### src/rtl/roi_stats_if.sv
// Pixel stream, locked rectangle and statistics results shared by roi_stats and its driver.
// ROI_LUMA_EN adds the avg_Y result signal.
interface roi_stats_if #(
    parameter int CNT_W = 19
);
    logic              pix_en;
    logic [7:0]        raw_VGA_R;
    logic [7:0]        raw_VGA_G;
    logic [7:0]        raw_VGA_B;
    logic [12:0]       col;
    logic [12:0]       row;
    logic              roi_valid;
    logic [12:0]       roi_min_row;
    logic [12:0]       roi_max_row;
    logic [12:0]       roi_min_col;
    logic [12:0]       roi_max_col;
    logic [7:0]        avg_R;
    logic [7:0]        avg_G;
    logic [7:0]        avg_B;
    logic [CNT_W-1:0]  pix_count;
    logic              stats_valid;
    logic              busy;
`ifdef ROI_LUMA_EN
    logic [7:0]        avg_Y;
`endif

    modport master (
`ifdef ROI_LUMA_EN
        input  avg_Y,
`endif
        output pix_en, raw_VGA_R, raw_VGA_G, raw_VGA_B, col, row, roi_valid,
        output roi_min_row, roi_max_row, roi_min_col, roi_max_col,
        input  avg_R, avg_G, avg_B, pix_count, stats_valid, busy
    );

    modport slave (
`ifdef ROI_LUMA_EN
        output avg_Y,
`endif
        input  pix_en, raw_VGA_R, raw_VGA_G, raw_VGA_B, col, row, roi_valid,
        input  roi_min_row, roi_max_row, roi_min_col, roi_max_col,
        output avg_R, avg_G, avg_B, pix_count, stats_valid, busy
    );
endinterface

### src/rtl/roi_stats.sv
// Per-frame RGB average and pixel count over a locked inclusive rectangle, with a bit-serial divider.
// Optional macro ROI_LUMA_EN adds a registered luma (avg_Y) result.
module roi_stats #(
    parameter int H_LIMIT = 640,
    parameter int V_LIMIT = 480,
    parameter int SUM_W   = 27,
    parameter int CNT_W   = 19
) (
    input  logic        CLOCK_50,
    input  logic        reset,
    roi_stats_if.slave  vid
);
    typedef enum logic [1:0] {IDLE, ACCUM, DIV, DONE} state_t;

    localparam logic [12:0]     LAST_ROW = 13'(V_LIMIT - 1);
    localparam logic [12:0]     LAST_COL = 13'(H_LIMIT - 1);
    localparam int              DC_W     = $clog2(SUM_W);
    localparam logic [DC_W-1:0] DIV_LAST = DC_W'(SUM_W - 1);

    state_t           r_state, w_state_next;
    logic             w_load, w_acc, w_div_start;

    logic [12:0]      r_sh_min_row, r_sh_max_row, r_sh_min_col, r_sh_max_col;
    logic [SUM_W-1:0] r_sum [3];
    logic [CNT_W-1:0] r_rem [3];
    logic [CNT_W-1:0] r_count;
    logic [DC_W-1:0]  r_div_cnt;
    logic [7:0]       r_avg [3];
    logic [CNT_W-1:0] r_pix_count;
    logic             r_stats_valid;

    logic             w_fs, w_fe, w_in_roi;
    logic [12:0]      w_min_row, w_max_row, w_min_col, w_max_col;
    logic [7:0]       w_pix [3];
    logic [CNT_W:0]   w_trial [3];
    logic             w_ge [3];
    logic [CNT_W-1:0] w_rem_next [3];
    logic [7:0]       w_q [3];

    assign w_fs = vid.pix_en && (vid.row == 13'd0) && (vid.col == 13'd0);
    assign w_fe = vid.pix_en && (vid.row == LAST_ROW) && (vid.col == LAST_COL);

    // The frame-start pixel is judged against the live bounds it is latching.
    assign w_min_row = w_fs ? vid.roi_min_row : r_sh_min_row;
    assign w_max_row = w_fs ? vid.roi_max_row : r_sh_max_row;
    assign w_min_col = w_fs ? vid.roi_min_col : r_sh_min_col;
    assign w_max_col = w_fs ? vid.roi_max_col : r_sh_max_col;
    assign w_in_roi  = vid.pix_en
                     && (vid.row >= w_min_row) && (vid.row <= w_max_row)
                     && (vid.col >= w_min_col) && (vid.col <= w_max_col);

    assign w_pix[0] = vid.raw_VGA_R;
    assign w_pix[1] = vid.raw_VGA_G;
    assign w_pix[2] = vid.raw_VGA_B;

    // Restoring step: the sum register shifts its dividend MSB out and the quotient bit in.
    always_comb begin
        for (int ch = 0; ch < 3; ch++) begin
            w_trial[ch]    = {r_rem[ch], r_sum[ch][SUM_W-1]};
            w_ge[ch]       = (w_trial[ch] >= {1'b0, r_count});
            w_rem_next[ch] = w_ge[ch] ? (w_trial[ch][CNT_W-1:0] - r_count)
                                      : w_trial[ch][CNT_W-1:0];
            w_q[ch]        = (r_count == '0) ? 8'd0 : r_sum[ch][7:0];
        end
    end

    always_ff @(posedge CLOCK_50) begin
        if (reset) r_state <= IDLE;
        else       r_state <= w_state_next;
    end

    // NOTE: every output of this block gets a default first so no latch can be inferred.
    always_comb begin
        w_state_next = r_state;
        w_load       = 1'b0;
        w_acc        = 1'b0;
        w_div_start  = 1'b0;
        unique case (r_state)
            IDLE: begin
                if (w_fs && vid.roi_valid) begin
                    w_load       = 1'b1;
                    w_state_next = ACCUM;
                end
            end
            ACCUM: begin
                if (!vid.roi_valid) begin
                    w_state_next = IDLE;
                end else if (w_fs) begin
                    w_load = 1'b1;
                end else begin
                    w_acc = 1'b1;
                    if (w_fe) begin
                        w_div_start  = 1'b1;
                        w_state_next = DIV;
                    end
                end
            end
            DIV:     if (r_div_cnt == DIV_LAST) w_state_next = DONE;
            DONE:    w_state_next = IDLE;
            default: w_state_next = IDLE;
        endcase
    end

    // NOTE: the small per-channel arrays are reset like any other register; a mid-frame reset must clear them.
    always_ff @(posedge CLOCK_50) begin
        if (reset) begin
            r_sh_min_row  <= '0;
            r_sh_max_row  <= '0;
            r_sh_min_col  <= '0;
            r_sh_max_col  <= '0;
            r_count       <= '0;
            r_div_cnt     <= '0;
            r_pix_count   <= '0;
            r_stats_valid <= 1'b0;
            for (int ch = 0; ch < 3; ch++) begin
                r_sum[ch] <= '0;
                r_rem[ch] <= '0;
                r_avg[ch] <= '0;
            end
        end else begin
            r_stats_valid <= 1'b0;
            if (w_load) begin
                r_sh_min_row <= vid.roi_min_row;
                r_sh_max_row <= vid.roi_max_row;
                r_sh_min_col <= vid.roi_min_col;
                r_sh_max_col <= vid.roi_max_col;
                r_count      <= w_in_roi ? CNT_W'(1) : '0;
                for (int ch = 0; ch < 3; ch++)
                    r_sum[ch] <= w_in_roi ? SUM_W'(w_pix[ch]) : '0;
            end else if (w_acc && w_in_roi) begin
                r_count <= r_count + CNT_W'(1);
                for (int ch = 0; ch < 3; ch++)
                    r_sum[ch] <= r_sum[ch] + SUM_W'(w_pix[ch]);
            end else if (r_state == DIV) begin
                r_div_cnt <= r_div_cnt + DC_W'(1);
                for (int ch = 0; ch < 3; ch++) begin
                    r_sum[ch] <= {r_sum[ch][SUM_W-2:0], w_ge[ch]};
                    r_rem[ch] <= w_rem_next[ch];
                end
            end
            if (w_div_start) begin
                r_div_cnt <= '0;
                for (int ch = 0; ch < 3; ch++) r_rem[ch] <= '0;
            end
            if (r_state == DONE) begin
                r_pix_count   <= r_count;
                r_stats_valid <= 1'b1;
                for (int ch = 0; ch < 3; ch++) r_avg[ch] <= w_q[ch];
            end
        end
    end

`ifdef ROI_LUMA_EN
    logic [15:0] w_luma;
    logic [7:0]  r_avg_Y;

    assign w_luma = (16'd77 * 16'(w_q[0]) + 16'd150 * 16'(w_q[1]) + 16'd29 * 16'(w_q[2])) >> 8;

    always_ff @(posedge CLOCK_50) begin
        if (reset)                 r_avg_Y <= '0;
        else if (r_state == DONE)  r_avg_Y <= w_luma[7:0];
    end

    assign vid.avg_Y = r_avg_Y;
`endif

    assign vid.avg_R       = r_avg[0];
    assign vid.avg_G       = r_avg[1];
    assign vid.avg_B       = r_avg[2];
    assign vid.pix_count   = r_pix_count;
    assign vid.stats_valid = r_stats_valid;
    assign vid.busy        = (r_state == ACCUM) || (r_state == DIV);
endmodule

### src/flat_wrapper.sv
// flat-port wrapper written by rule: the top's interface ports become plain ports
module roi_stats_flat 
#(
    parameter int H_LIMIT = 640,
    parameter int V_LIMIT = 480,
    parameter int SUM_W   = 27,
    parameter int CNT_W   = 19
)
  (CLOCK_50, reset, vid_pix_en, vid_raw_VGA_R, vid_raw_VGA_G, vid_raw_VGA_B, vid_col, vid_row, vid_roi_valid, vid_roi_min_row, vid_roi_max_row, vid_roi_min_col, vid_roi_max_col, vid_avg_R, vid_avg_G, vid_avg_B, vid_pix_count, vid_stats_valid, vid_busy);
  roi_stats_if #(.CNT_W(CNT_W)) vid_i ();
  input  logic CLOCK_50;
  input  logic reset;
  input wire logic [$bits(vid_i.pix_en)-1:0] vid_pix_en;
  input wire logic [$bits(vid_i.raw_VGA_R)-1:0] vid_raw_VGA_R;
  input wire logic [$bits(vid_i.raw_VGA_G)-1:0] vid_raw_VGA_G;
  input wire logic [$bits(vid_i.raw_VGA_B)-1:0] vid_raw_VGA_B;
  input wire logic [$bits(vid_i.col)-1:0] vid_col;
  input wire logic [$bits(vid_i.row)-1:0] vid_row;
  input wire logic [$bits(vid_i.roi_valid)-1:0] vid_roi_valid;
  input wire logic [$bits(vid_i.roi_min_row)-1:0] vid_roi_min_row;
  input wire logic [$bits(vid_i.roi_max_row)-1:0] vid_roi_max_row;
  input wire logic [$bits(vid_i.roi_min_col)-1:0] vid_roi_min_col;
  input wire logic [$bits(vid_i.roi_max_col)-1:0] vid_roi_max_col;
  output wire logic [$bits(vid_i.avg_R)-1:0] vid_avg_R;
  output wire logic [$bits(vid_i.avg_G)-1:0] vid_avg_G;
  output wire logic [$bits(vid_i.avg_B)-1:0] vid_avg_B;
  output wire logic [$bits(vid_i.pix_count)-1:0] vid_pix_count;
  output wire logic [$bits(vid_i.stats_valid)-1:0] vid_stats_valid;
  output wire logic [$bits(vid_i.busy)-1:0] vid_busy;
  assign vid_i.pix_en = vid_pix_en;
  assign vid_i.raw_VGA_R = vid_raw_VGA_R;
  assign vid_i.raw_VGA_G = vid_raw_VGA_G;
  assign vid_i.raw_VGA_B = vid_raw_VGA_B;
  assign vid_i.col = vid_col;
  assign vid_i.row = vid_row;
  assign vid_i.roi_valid = vid_roi_valid;
  assign vid_i.roi_min_row = vid_roi_min_row;
  assign vid_i.roi_max_row = vid_roi_max_row;
  assign vid_i.roi_min_col = vid_roi_min_col;
  assign vid_i.roi_max_col = vid_roi_max_col;
  assign vid_avg_R = vid_i.avg_R;
  assign vid_avg_G = vid_i.avg_G;
  assign vid_avg_B = vid_i.avg_B;
  assign vid_pix_count = vid_i.pix_count;
  assign vid_stats_valid = vid_i.stats_valid;
  assign vid_busy = vid_i.busy;
  roi_stats #(.H_LIMIT(H_LIMIT), .V_LIMIT(V_LIMIT), .SUM_W(SUM_W), .CNT_W(CNT_W)) u_core (.CLOCK_50(CLOCK_50), .reset(reset), .vid(vid_i));
endmodule
### config.mk
export PLATFORM = sky130hd
export DESIGN_NAME = roi_stats_flat
export DESIGN_NICKNAME = d
export VERILOG_FILES = /design/src/rtl/roi_stats_if.sv /design/src/rtl/roi_stats.sv /design/src/flat_wrapper.sv
export SDC_FILE = /design/constraint.sdc
export NUM_CORES = 1
export LEC_CHECK = 0
export ABC_AREA = 1
export CELL_PAD_IN_SITES_DETAIL_PLACEMENT = 0
export CELL_PAD_IN_SITES_GLOBAL_PLACEMENT = 1
export CORE_ASPECT_RATIO = 0.6
export CORE_MARGIN = 3
export CORE_UTILIZATION = 45
export DETAILED_ROUTE_END_ITERATION = 10
export DONT_BUFFER_PORTS = 1
export PLACE_DENSITY_LB_ADDON = 0.1
export REMOVE_ABC_BUFFERS = 1
export SLEW_MARGIN = 20
export SYNTH_ARGS = -nofsm -noshare
export SYNTH_HDL_FRONTEND = slang
export SYNTH_SLANG_ARGS = --single-unit
### constraint.sdc
create_clock -name CLOCK_50 -period 10.9 [get_ports CLOCK_50]
set_input_delay 2.18 -clock CLOCK_50 [delete_from_list [all_inputs] [get_ports CLOCK_50]]
set_output_delay 2.18 -clock CLOCK_50 [all_outputs]
set_load 0.01 [all_outputs]
==> results by group <==
Status
  – Status: completed

Setup path
  – Critical path's slowest cell: nor2_4
  – WP data arrival: 7.65 ns
  – Worst setup SP type: input port
  – Critical path fanouts, max: 62
  – CP Buf/Inv Count: 3
  – CP top delay family: simple AND/OR/NAND/NOR gates
  – Crit end category: flip-flop
  – Delay of the slowest cell on the worst path: 0.78 ns
  – WP data required: 11.10 ns
  – Critical-path cell list: nor2_1 > nand2_1 > nor2_1 > nand2_1 > nor2_4 > buf_4 > o21ai_0 > ha_1 > nand2_1 > nor2_1 > inv_2 > nor2_1 > nand3_1 > nand2_1 > nand3_1 > nor2_4 > nand3_4 > nand3_4 > buf_4
  – CP Class: input port to flip-flop

Placement
  – Port bufs: 0
  – HPWL after DPL: 42000 um
  – Gpl congestion: 0.891
  – Pre-CTS setup slack: 2.85 ns

Layout
  – Util after Layout: 0.498
  – Commonest non-fill, non-tap cell in the layout: nand2_1
  – Fin nets: 2840
  – Area Overhead vs Synth: 7.49%
  – Layout cells sized above 1: 0.0330
  – Fillers: 4108
  – Diodes inserted: 0
  – Area of the multi-input gates: 10500 sq um
  – Leading cell types in the layout, fill and taps excluded: 537 x nand2_1, 346 x inv_1, 320 x nor2_1
  – Register area: 6830 sq um

Logic synthesis
  – Dominant cells by area after synthesis: edfxtp_1 26%, nand2_1 11%, dfxtp_1 10%, ha_1 9.4%, inv_1 6.9%
  – Average cell area after synthesis: 7.23 sq um
  – Netlist cell types: 46
  – Synth area leader: edfxtp_1
  – Register area share after synthesis: 0.360
  – Synth Warn #: 0
  – Post-synthesis register bit count: 260
  – Synthesized cell area: 19000 sq um
  – Post-synth top area share: 0.256
  – Mapped Cells: 2625

Global routing
  – GRT Total Usage: 0.252
  – Gr ovfl total: 0
  – Vias in the first global route: 15.8k
  – Antenna violations before repair: 0
  – First-pass GRT wire length: 90100 um
  – Largest net degree at the start of global routing: 107

Clock network
  – # Post-CTS Setup Buffers: 0
  – CTS Buffer Depth: 3
  – Sink Count: 260
  – Num CTS Buffers: 28
  – Hold buffer count at CTS: 0
  – H-tree depth: 1
  – Clock latency on the worst-skew pair: 0.58 ns
  – Post-CTS resize count: 0
  – TritonCTS clock tree: yes
  – CTS root buffer: clkbuf_16
  – Reg clk slew, reported paths: 0.06 ns

Floorplanning
  – Core box area: 41000 sq um
  – Top-level I/O count: 151
  – Initial Util: 0.463
  – Die area: 44800 sq um
  – Die H: 165 um
  – # rows: 57
  – Die extent in x: 271 um

Pwr
  – Pwr dens: 118 nW/um^2
  – Lkg Pwr: 8.81 nW
  – Peak supply drop: 0.000117 V
  – Tot Pwr: 0.00240 W

Timing
  – Worst Skew: 0.0206 ns
  – Sum Neg Setup Slack: 0 ns
  – Final hold vios: 0
  – Slew @ Worst Pin: 1.10 ns
  – Fmax: 134 MHz
  – Final hold slack: 0.459 ns
  – Relative slew slack: 0.268
  – Clock period minus worst slack: 7.45 ns
  – RSZ-0062 raised after global routing: false
  – Max Slew Vio Count: 0
  – Final worst-path cycle share: 0.683
  – Final setup viols: 0
  – Final worst slack: 3.45 ns

Route
  – Drt pass-1 iters: 5
  – Routed vias/inst: 5.50
  – Vias: 17.4k
  – Routed WL: 57300 um
  – Antenna Nets Post-Route: 0
  – Starting DRC count in detailed routing: 1686
  – DR WL/cell: 18.1 um
  – Post-route DRC: 0

Min path
  – Hold WC Path Type: flip-flop to flip-flop

Job
  – Max-Cap Viols: 0
flip-flops by register name (all words and copies together) (netlist names), named ones only:
name                    cells
u_core.r_sh_min_row        13
u_core.r_count             19
u_core.r_rem               57
u_core.r_sh_max_row        13
u_core.r_avg               24
u_core.r_div_cnt            5
u_core.vid.pix_count       19
u_core.r_sum               81
u_core.r_sh_max_col        13
u_core.r_sh_min_col        13
u_core.r_state              1
u_core.vid.stats_valid      1
power breakdown:
group	total (W)	leakage (nW)	switching (W)	internal [W]
clock network	0.000994	0.462	0.000436	0.000558
registers	0.00110	2.46	0.0000284	0.00107
logic	0.000307	5.89	0.000206	0.000101
worst register-to-register path, delay by kind of cell (launching register included):
kind                     cells  cell delay (ns)
AND/OR/NAND/NOR             11             2.37
buffers and inverters        2             0.79
adder cells (fa/ha/maj)      1             0.34
flip-flops                   1             0.30
AO/OA/AOI/OAI                1             0.08
stage by stage:
stage,instances,cell area [sq um]
6_report,3168,20400
5_1_grt,3168,20400
4_1_cts,3168,20400
3_5_place_dp,3116,19500
3_3_place_gp,3116,19500
2_1_floorplan,2542,18600
cell type report:
type / count / area share
Sequential cell: 260 / 0.335
Tap cell: 560 / 0.0343
Timing Repair Buffer: 14 / 0.00515
Multi-Input combinational cell: 1929 / 0.515
Clock buffer: 38 / 0.0408
Clock inverter: 14 / 0.00484
Inverter: 353 / 0.0651
kinds of logic (layout without fill, tap and decap cells):
logic type,after synthesis,after routing,share of synthesized area
AND/OR/NAND/NOR,1178,1178,0.264
buffers and inverters,436,419,0.0884
flip-flops,260,260,0.360
XOR/XNOR,112,112,0.0517
adder cells (fa/ha/maj),148,148,0.0999
AO/OA/AOI/OAI,491,491,0.136
Yosys cell counts, drive strengths merged:
cell / count
clkbuf: 58
nor4: 18
a31o: 1
dfxtp: 98
ha: 142
nor2: 326
o21bai: 9
a21boi: 3
a31oi: 8
and2: 1
inv: 352
nor3: 38
nand2: 538
o22ai: 1
buf: 25
o41ai: 1
a21oi: 184
edfxtp: 162
o221ai: 2
a211oi: 2
o211ai: 2
nand4: 75
xor2: 82
a21o: 10
or2: 4
nand3: 167
fa: 6
clkinv: 1
nand3b: 7
a221oi: 2
xnor2: 30
nor3b: 4
o21ai: 262
o31ai: 1
o21a: 3
layer usage:
metal	GRT usage	up-vias	share of wire
li1	-	8690	-
met1	0.406	8107	0.52
met2	0.351	587	0.38
met3	0.0464	45	0.080
met4	0.0368	0	0.012
met5	0	-	0
final timing paths:
kind	cells past startpoint	endpoint	slack, ns	start
setup / recovery	19	u_core.r_sum[0][55]	3.45	vid_col[10]
hold / removal	2	u_core.r_sh_min_row[2]	0.46	u_core.r_sh_min_row[2]
setup reg to reg	15	u_core.r_sum[0][55]	6.59	u_core.r_sh_min_row[11]
hold reg to reg	2	u_core.r_sh_min_row[2]	0.46	u_core.r_sh_min_row[2]
(Power assumes the default switching activity.)
